<file path="config.mk">
export PLATFORM = sky130hd
export DESIGN_NAME = uart_rx_cfg
export DESIGN_NICKNAME = d
export VERILOG_FILES = /design/src/rtl/uart_rx_cfg.sv
export SDC_FILE = /design/constraint.sdc
export NUM_CORES = 1
export LEC_CHECK = 0
export ABC_AREA = 1
export CAP_MARGIN = 15
export CORE_MARGIN = 8
export CORE_UTILIZATION = 45
export CTS_CLUSTER_SIZE = 20
export DETAILED_ROUTE_END_ITERATION = 6
export GPL_TIMING_DRIVEN = 0
export HOLD_SLACK_MARGIN = 0.12
export PLACE_DENSITY = 0.67
export SLEW_MARGIN = 5
export SYNTH_ARGS = -nofsm -noshare
export SYNTH_HDL_FRONTEND = slang
export SYNTH_SLANG_ARGS = --single-unit
</file>
<file path="constraint.sdc">
create_clock -name clk -period 2.4 [get_ports clk]
set_input_delay 0.24 -clock clk [delete_from_list [all_inputs] [get_ports clk]]
set_output_delay 0.24 -clock clk [all_outputs]
set_load 0.05 [all_outputs]
</file>
<file path="src/rtl/uart_rx_cfg.sv">
// Runtime-configurable UART receiver: oversampled start/data/parity/stop decode
// with per-frame error flags and a valid/ready output holding one frame.
module uart_rx_cfg #(
  parameter int OVERSAMBLE = 16,
  parameter int DATA_BITS  = 8,
  parameter int MSB_FIRST  = 1,
  parameter int DIV_WIDTH  = 16
) (
  input  logic                 clk,
  input  logic                 rst,
  input  logic [DIV_WIDTH-1:0] baud_div,
  input  logic [1:0]           parity_mode,
  input  logic                 two_stop,
  input  logic                 rx,
  output logic [DATA_BITS-1:0] rx_data,
  output logic                 rx_valid,
  input  logic                 rx_ready,
  output logic                 parity_err,
  output logic                 frame_err,
  output logic                 break_det,
  output logic                 overrun
);

  localparam int SC_W = $clog2(OVERSAMBLE);
  localparam int BC_W = $clog2(DATA_BITS + 1);
  localparam logic [SC_W-1:0] SC_HALF = SC_W'(OVERSAMBLE / 2 - 1);
  localparam logic [SC_W-1:0] SC_FULL = SC_W'(OVERSAMBLE - 1);
  localparam logic [BC_W-1:0] BC_LAST = BC_W'(DATA_BITS - 1);

  typedef enum logic [2:0] {IDLE, START, DATA, PARITY, STOP, WAIT_HIGH} state_e;

  function automatic logic exp_parity(input logic [DATA_BITS-1:0] d, input logic [1:0] m);
    case (m)
      2'b01:   return ^d;
      2'b10:   return ~^d;
      default: return 1'b1;
    endcase
  endfunction

  state_e                 state_q;
  logic                   meta_q, rxs_q;
  logic [DIV_WIDTH-1:0]   div_cnt_q, div_cfg_q, div_lim_d;
  logic [1:0]             pmode_q;
  logic                   two_stop_q;
  logic [SC_W-1:0]        sc_q;
  logic [BC_W-1:0]        bc_q;
  logic                   stc_q;
  logic [DATA_BITS-1:0]   data_q;
  logic                   pbit_q, perr_q, ferr_q, brk_q, deliver_q;
  logic                   tick_d, accept_d, ferr_d;

  // Terminal count of the tick divider; a divisor of 0 behaves like 1.
  always_comb begin
    div_lim_d = '0;
    if (div_cfg_q != '0) begin
      div_lim_d = div_cfg_q - DIV_WIDTH'(1);
    end else begin
      div_lim_d = '0;
    end
    tick_d   = (div_cnt_q >= div_lim_d);
    accept_d = rx_valid && rx_ready;
    ferr_d   = ferr_q | ~rxs_q;
  end

  // Two-flop synchronizer, preset to the idle-high line level.
  always_ff @(posedge clk) begin
    if (rst) begin
      meta_q <= 1'b1;
      rxs_q  <= 1'b1;
    end else begin
      meta_q <= rx;
      rxs_q  <= meta_q;
    end
  end

  // Free-running oversample tick generator.
  always_ff @(posedge clk) begin
    if (rst) begin
      div_cnt_q <= '0;
    end else if (tick_d) begin
      div_cnt_q <= '0;
    end else begin
      div_cnt_q <= div_cnt_q + DIV_WIDTH'(1);
    end
  end

  // Receive FSM; configuration is captured only while idle so a frame sees a stable setup.
  always_ff @(posedge clk) begin
    if (rst) begin
      state_q    <= IDLE;
      div_cfg_q  <= '0;
      pmode_q    <= 2'b00;
      two_stop_q <= 1'b0;
      sc_q       <= '0;
      bc_q       <= '0;
      stc_q      <= 1'b0;
      data_q     <= '0;
      pbit_q     <= 1'b0;
      perr_q     <= 1'b0;
      ferr_q     <= 1'b0;
      brk_q      <= 1'b0;
      deliver_q  <= 1'b0;
    end else begin
      deliver_q <= 1'b0;
      if (state_q == IDLE) begin
        div_cfg_q  <= baud_div;
        pmode_q    <= parity_mode;
        two_stop_q <= two_stop;
      end
      if (tick_d) begin
        case (state_q)
          IDLE: begin
            if (!rxs_q) begin
              state_q <= START;
              sc_q    <= '0;
            end
          end
          START: begin
            if (sc_q == SC_HALF) begin
              if (!rxs_q) begin
                state_q <= DATA;
                sc_q    <= '0;
                bc_q    <= '0;
                stc_q   <= 1'b0;
                perr_q  <= 1'b0;
                ferr_q  <= 1'b0;
                brk_q   <= 1'b0;
              end else begin
                state_q <= IDLE;
              end
            end else begin
              sc_q <= sc_q + SC_W'(1);
            end
          end
          DATA: begin
            if (sc_q == SC_FULL) begin
              sc_q <= '0;
              bc_q <= bc_q + BC_W'(1);
              if (MSB_FIRST != 0) begin
                data_q <= {data_q[DATA_BITS-2:0], rxs_q};
              end else begin
                data_q <= {rxs_q, data_q[DATA_BITS-1:1]};
              end
              if (bc_q == BC_LAST) begin
                state_q <= (pmode_q != 2'b00) ? PARITY : STOP;
              end
            end else begin
              sc_q <= sc_q + SC_W'(1);
            end
          end
          PARITY: begin
            if (sc_q == SC_FULL) begin
              sc_q    <= '0;
              pbit_q  <= rxs_q;
              perr_q  <= (rxs_q != exp_parity(data_q, pmode_q));
              state_q <= STOP;
            end else begin
              sc_q <= sc_q + SC_W'(1);
            end
          end
          STOP: begin
            if (sc_q == SC_FULL) begin
              sc_q   <= '0;
              ferr_q <= ferr_d;
              if (!stc_q) begin
                brk_q <= (data_q == '0) && ((pmode_q == 2'b00) || !pbit_q) && !rxs_q;
              end
              if (stc_q || !two_stop_q) begin
                deliver_q <= 1'b1;
                state_q   <= ferr_d ? WAIT_HIGH : IDLE;
              end else begin
                stc_q <= 1'b1;
              end
            end else begin
              sc_q <= sc_q + SC_W'(1);
            end
          end
          WAIT_HIGH: begin
            if (rxs_q) begin
              state_q <= IDLE;
            end
          end
          default: state_q <= IDLE;
        endcase
      end
    end
  end

  // Output holding register: a delivery into an occupied, unaccepted slot is dropped and flagged.
  always_ff @(posedge clk) begin
    if (rst) begin
      rx_data    <= '0;
      rx_valid   <= 1'b0;
      parity_err <= 1'b0;
      frame_err  <= 1'b0;
      break_det  <= 1'b0;
      overrun    <= 1'b0;
    end else if (deliver_q) begin
      if (!rx_valid || accept_d) begin
        rx_data    <= data_q;
        rx_valid   <= 1'b1;
        parity_err <= perr_q;
        frame_err  <= ferr_q;
        break_det  <= brk_q;
        overrun    <= 1'b0;
      end else begin
        overrun <= 1'b1;
      end
    end else if (accept_d) begin
      rx_valid   <= 1'b0;
      parity_err <= 1'b0;
      frame_err  <= 1'b0;
      break_det  <= 1'b0;
      overrun    <= 1'b0;
    end else begin
      rx_valid <= rx_valid;
    end
  end

endmodule

</file>
# ---- Word level (Yosys, flattened, before mapping)
# Cells that the tools add are included.
dict set report totals {
  reg_bits 75
  latch_bits 0
  ram_bits 0
  romBits 0
  inputBits 23
  output_inout_bits 13
  word_cells 141
  n_memories 0
}
dict set report classes {
  addsub 4
  mul 0
  n_div 0
  order_cmp 1
  n_eq_ne 23
  n_shift 0
  n_mux 50
  bitwise_logic 5
  reduce_logical 36
}
# cell n
set op_table {}
lappend op_table {{2-to-1 mux 3 bit} 10}
lappend op_table {{2-to-1 mux 1 bit} 24}
lappend op_table {{2-to-1 mux 4 bit} 6}
lappend op_table {{inequality test 2 bit, second input constant} 11}
lappend op_table {{case mux 3 bit (6 select lines)} 1}
lappend op_table {{adder 16 x 1 -> 16 bit, second input constant} 1}
lappend op_table {{greater-or-equal comparator 16 bit} 1}
lappend op_table {{2-to-1 mux 16 bit} 1}
lappend op_table {{nonzero test 16 bit} 1}
lappend op_table {{subtractor 16 x 1 -> 16 bit, second input constant} 1}
lappend op_table {{AND reduction 5 bit} 3}
lappend op_table {{case mux 4 bit (3 select lines)} 1}
lappend op_table {{AND reduction 6 bit} 2}
lappend op_table {{case mux 1 bit (2 select lines)} 5}
lappend op_table {{nonzero test 2 bit} 5}
lappend op_table {{AND reduction 9 bit} 1}
lappend op_table {{adder 4 x 1 -> 4 bit, second input constant} 2}
lappend op_table {{equality test 4 x 3 -> 1 bit, second input constant} 2}
lappend op_table {{zero test 8 bit} 1}
lappend op_table {{case mux 4 bit (2 select lines)} 1}
lappend op_table {{XNOR reduction 8 bit} 1}
lappend op_table {{XOR reduction 8 bit} 1}
lappend op_table {{equality test 3 x 2 -> 1 bit, second input constant} 2}
lappend op_table {{equality test 3 bit, second input constant} 2}
lappend op_table {{20 further kinds} 33}

# ---- Depth between registers and ports, before layout
dict set report depth {
  depth_word 9
  depth_mapped 22
  mapped_depth_nobuf 21
}

# ---- Least setup slack after synthesis
# OpenSTA, ideal clock, no wires.
dict set report synth_timing {
  path_type {register to register}
  start {reg div_cfg_q[2]}
  end {reg sc_q[3]}
  setup_time_ns 0.132
  t_arrival_ns 2.448
  required_time_ns 2.268
  slack_ns -0.180
  path_stages_with_launch 19
  n_path_buf 1
  period_less_slack_ns 2.580
  path_cell_list {dfxtp_1 > or2_1 > inv_2 > nand2_2 > nor2_1 > inv_1 > nor2_1 > nand3_1 > a21oi_1 > o21ai_0 > ha_1 > nand2_1 > nor4_1 > nand2_1 > nand2_2 > buf_2 > nand2_1 > nand2_1 > a21oi_1}
}
dict set report synth_between {
  elab_chain_len 4
  word_cells_on_any_way 5
  classes_between {add/sub (1); order compare (1); mux (1); reduce/logical (2)}
}
# item line
set synth_rtl {}
lappend synth_rtl {{start: declaration} 42} ;# logic [DIV_WIDTH-1:0] div_cnt_q, div_cfg_q, div_lim_d;
lappend synth_rtl {{start signal: assignment} 106} ;# div_cfg_q <= baud_div;
lappend synth_rtl {{subtractor 16 x 1 -> 16 bit / nonzero test 16 bit (equally long branches)} {56, 55}}
lappend synth_rtl {{2-to-1 mux 16 bit (*)} 55} ;# if (div_cfg_q != '0) begin
lappend synth_rtl {{greater-or-equal comparator 16 bit (*)} 60} ;# tick_d = (div_cnt_q >= div_lim_d);
lappend synth_rtl {{AND reduction 2 bit (no line) (*)} n/a}
lappend synth_rtl {{end signal: assignment} 132} ;# sc_q <= sc_q + SC_W'(1);
lappend synth_rtl {{end signal: assignment} 148} ;# sc_q <= sc_q + SC_W'(1);
lappend synth_rtl {{end signal: assignment} 158} ;# sc_q <= sc_q + SC_W'(1);
lappend synth_rtl {{end: declaration} 45} ;# logic [SC_W-1:0] sc_q;
# Every way passes the cells marked *; elsewhere a longest branch is shown, timed or not.
# A chain may end at the register's enable or synchronous reset.

# ---- Worst setup path in the final report
dict set report layout_timing {
  start {reg div_cfg_q[3]}
  end {reg stc_q}
}
dict set report layout_between {
  elab_chain_len 4
  word_cells_on_any_way 5
  classes_between {add/sub (1); order compare (1); mux (1); reduce/logical (2)}
}
# item line
set layout_rtl {}
lappend layout_rtl {{subtractor 16 x 1 -> 16 bit / nonzero test 16 bit (equally long branches)} {56, 55}}
lappend layout_rtl {{2-to-1 mux 16 bit (*)} 55}
lappend layout_rtl {{greater-or-equal comparator 16 bit (*)} 60}
lappend layout_rtl {{AND reduction 6 bit (no line) (*)} n/a}
lappend layout_rtl {{end signal: assignment} 96} ;# stc_q <= 1'b0;
lappend layout_rtl {{end signal: assignment} 124} ;# stc_q <= 1'b0;
lappend layout_rtl {{end signal: assignment} 172} ;# stc_q <= 1'b1;
lappend layout_rtl {{end: declaration} 47} ;# logic stc_q;
# Marked as above.

==> results.py <==
metrics = {
    "die": {
        "pin_count": 36,
        "fp.coreArea_um2": 9590,
        "start_util_pct": 45.6,
        "die_area_um2": 13100,
        "die_y_um": 115,
        "die_w_um": 115,
        "row_count": 36,
    },
    "synth": {
        "yosysTopAreaCellShare_pct": 34.4,
        "ys.warnings.count": 0,
        "synth_xor_area_share_pct": 2.81,
        "ys_seq_elements": 75,
        "syn_nets": 688,
        "synth-edff-count": 0,
        "synth.most_common_cell": "nand2_1",
        "syn_avg_cell_area_um2": 6.86,
        "synth_mux_area_share_pct": 0,
        "synthDistinctLibCells": 40,
        "synth_top_area_cell": "dfxtp_1",
        "synthArstFlopShare_pct": 0,
        "synthAdderAreaFrac_pct": 8.02,
        "yosys-top-cells-count": "nand2_1, nor2_1, dfxtp_1, inv_1, a21oi_1",
        "synthFlopType": "dfxtp_1",
        "synth_top_family_by_area": "simple AND/OR/NAND/NOR gates",
        "synth_compound_area_share_pct": 12.2,
        "syn_area_um2": 4370,
        "netlist_instances": 637,
        "synth_area_leaders": "dfxtp_1, nand2_1, ha_1",
        "ys_seq_area_share_pct": 34.4,
        "yosys.area_share.simple_pct": 34.0,
    },
    "placed_design": {
        "gp_congestion": 0.896,
        "place.detailed.hpwl_um": 8290,
        "dp_cells": 804,
        "pre_cts_slack_ns": -0.514,
        "io_buffers": 34,
        "dpl-instance-area_um2": 4910,
    },
    "worst_setup_path": {
        "critPathKind": "flop to flop",
        "cp_max_fo": 7,
        "cp_data_arrival_time_ns": 3.27,
        "critPathLaunchType": "flop",
        "cp_data_required_time_ns": 2.69,
        "cp-end-kind": "flop",
    },
    "clocking": {
        "cts_buffers": 9,
        "clkSinkCount": 75,
        "clk_pin_slew_worst_paths_ns": 0.08,
        "postCtsHoldBufs": 0,
        "htree_levels": 3,
        "clk_latency_ns": 0.36,
        "cts_tree": "yes",
        "cts.path.max_buffers": 2,
        "root_buffer": "clkbuf_8",
    },
    "timing": {
        "layout_setup_ws_ns": -0.586,
        "rsz0062_at_grt": "yes",
        "max-slew-margin-rel_pct": 62.2,
        "finalCritPeriodShare_pct": 124,
        "setup_tns_ns": -21.83,
        "tightest_slew_ns": 0.567,
        "hold_ws_ns": 0.349,
        "max_freq_mhz": 335,
        "finalClockSkew_ns": 0.0155,
        "finalCriticalPeriod_ns": 2.99,
        "maxSlewViolCount": 0,
        "finalSetupViolations": 41,
        "hold_viol_final": 0,
    },
    "run": {
        "max_cap_violations": 0,
    },
    "global_routing": {
        "grt-ovfl-total": 0,
        "gr-usage-all-layers_pct": 18.3,
        "grt_max_degree": 13,
        "grt_first_pass_wirelength_um": 19400,
        "antenna_found_initial": 0,
        "grt_pass1_vias": 4227,
    },
    "detailed_routing": {
        "initialDrtViolationCount": 235,
        "vias": 4423,
        "drt_wl_total_um": 12100,
        "dr.pass1.iters": 5,
        "wl_per_cell_um": 14.3,
        "ant_nets": 0,
        "post-route-drc-count": 0,
        "routed_via_density": 5.22,
    },
    "cells_and_area": {
        "fill_cells": 869,
        "final_cell_count_no_fill": 848,
        "num_antenna_cells": 0,
        "final_util_pct": 60.2,
        "stdcell_area_um2": 5770,
        "multi_input_area_um2": 2830,
        "seq_area_um2": 1510,
        "drive_gt1_share_pct": 22.1,
        "final_nets": 762,
        "syn_to_final_growth_pct": 32.1,
    },
    "power_and_ir_drop": {
        "power_density_nw_per_um2": 486,
        "p_leak_nw": 2.53,
        "finalPower_mw": 2.81,
        "vdd_drop_max_mv": 0.294,
    },
    "worst_hold_path": {
        "hold_class": "primary input to flop",
    },
    "status": {
        "failed_checks": "setup timing",
        "status": "finished with violations",
    },
}
==> sequential cells by signal (all words and copies together) (netlist names), 2 cells and up <==
register / flops
pmode_q: 2
sc_q: 4
data_q: 8
bc_q: 4
rx_data: 8
div_cnt_q: 16
div_cfg_q: 16
state_q: 3
==> cells by family after synthesis <==
family	Yosys count
adders and majority gates	28
and+or+nand+nor	325
buffers and inverters	96
AOI/OAI and AO/OA	99
xor gates and xnor gates	14
DFF	75
==> cells in the final DEF, fill, tap and decap left out, types with 7 or more instances in the layout <==
cell / Yosys / final
a21oi_1: 49 / 35
a21oi_2: 1 / 14
buf_4: 2 / 19
buf_6: 0 / 11
clkbuf_8: 0 / 9
clkdlybuf4s50_1: 0 / 34
dfxtp_1: 75 / 72
ha_1: 28 / 25
inv_1: 70 / 64
inv_2: 6 / 12
nand2_1: 131 / 119
nand2_2: 5 / 10
nand2_4: 2 / 7
nand3_1: 45 / 39
nand4_1: 21 / 21
nor2_1: 88 / 73
nor2_2: 5 / 15
nor2_4: 2 / 7
o21ai_0: 38 / 34
or2_2: 7 / 7
xor2_1: 8 / 8
==> critical path, stage by stage (launching register included) <==
cell,delay (ns)
dfxtp_2,0.34
or2_1,0.23
inv_2,0.07
buf_6,0.12
nand2_8,0.06
nor2_4,0.12
inv_2,0.05
nor2_4,0.11
nand3_2,0.10
a21oi_2,0.16
o21ai_2,0.08
ha_1,0.33
nand2_4,0.08
buf_4,0.14
o21ai_2,0.21
a21oi_4,0.07
buf_12,0.14
nand2_8,0.11
buf_8,0.14
nand3_2,0.06
nand2_1,0.08
inv_1,0.04
nor2_1,0.10
==> power by group <==
part / total [mW] / internal [mW] / switching, mW
clock network: 1.16 / 0.684 / 0.477
logic: 0.355 / 0.163 / 0.192
registers: 1.29 / 1.27 / 0.0210
==> layout make-up <==
| type | instances | area share (%) |
|---|---|---|
| Multi-Input combinational cell | 466 | 49.1 |
| Tap cell | 133 | 2.88 |
| Clock inverter | 5 | 1.78 |
| Timing Repair Buffer | 63 | 10.7 |
| Buffer | 19 | 2.21 |
| Inverter | 77 | 5.01 |
| Sequential cell | 75 | 26.1 |
| Clock buffer | 10 | 2.21 |
==> timing repair <==
action / in CTS / in global routing
pin swaps: 16 / 35
gates resized for setup: 55 / 52
setup buffers: 14 / 12
cloned: 3 / 0
endpoints found under the setup margin: 41 / 41
==> worst paths after layout <==
kind | cells after the start | end | from | slack, ns
hold reg to reg | 1 | rxs_q | meta_q | 0.42
setup reg to reg | 22 | stc_q | div_cfg_q[3] | -0.59
setup / recovery | 22 | stc_q | div_cfg_q[3] | -0.59
hold / removal | 2 | sc_q[0] | rst | 0.35
==> routing by layer <==
layer | vias to the layer above | track usage [%] | share of wire, %
met4 | 0 | 8.34 | 2.6
met3 | 30 | 2.74 | 3.1
met2 | 101 | 33.4 | 51
li1 | 2213 | - | -
met1 | 2079 | 20.4 | 43
met5 | - | 0 | 0
(Power assumes the default switching activity.)
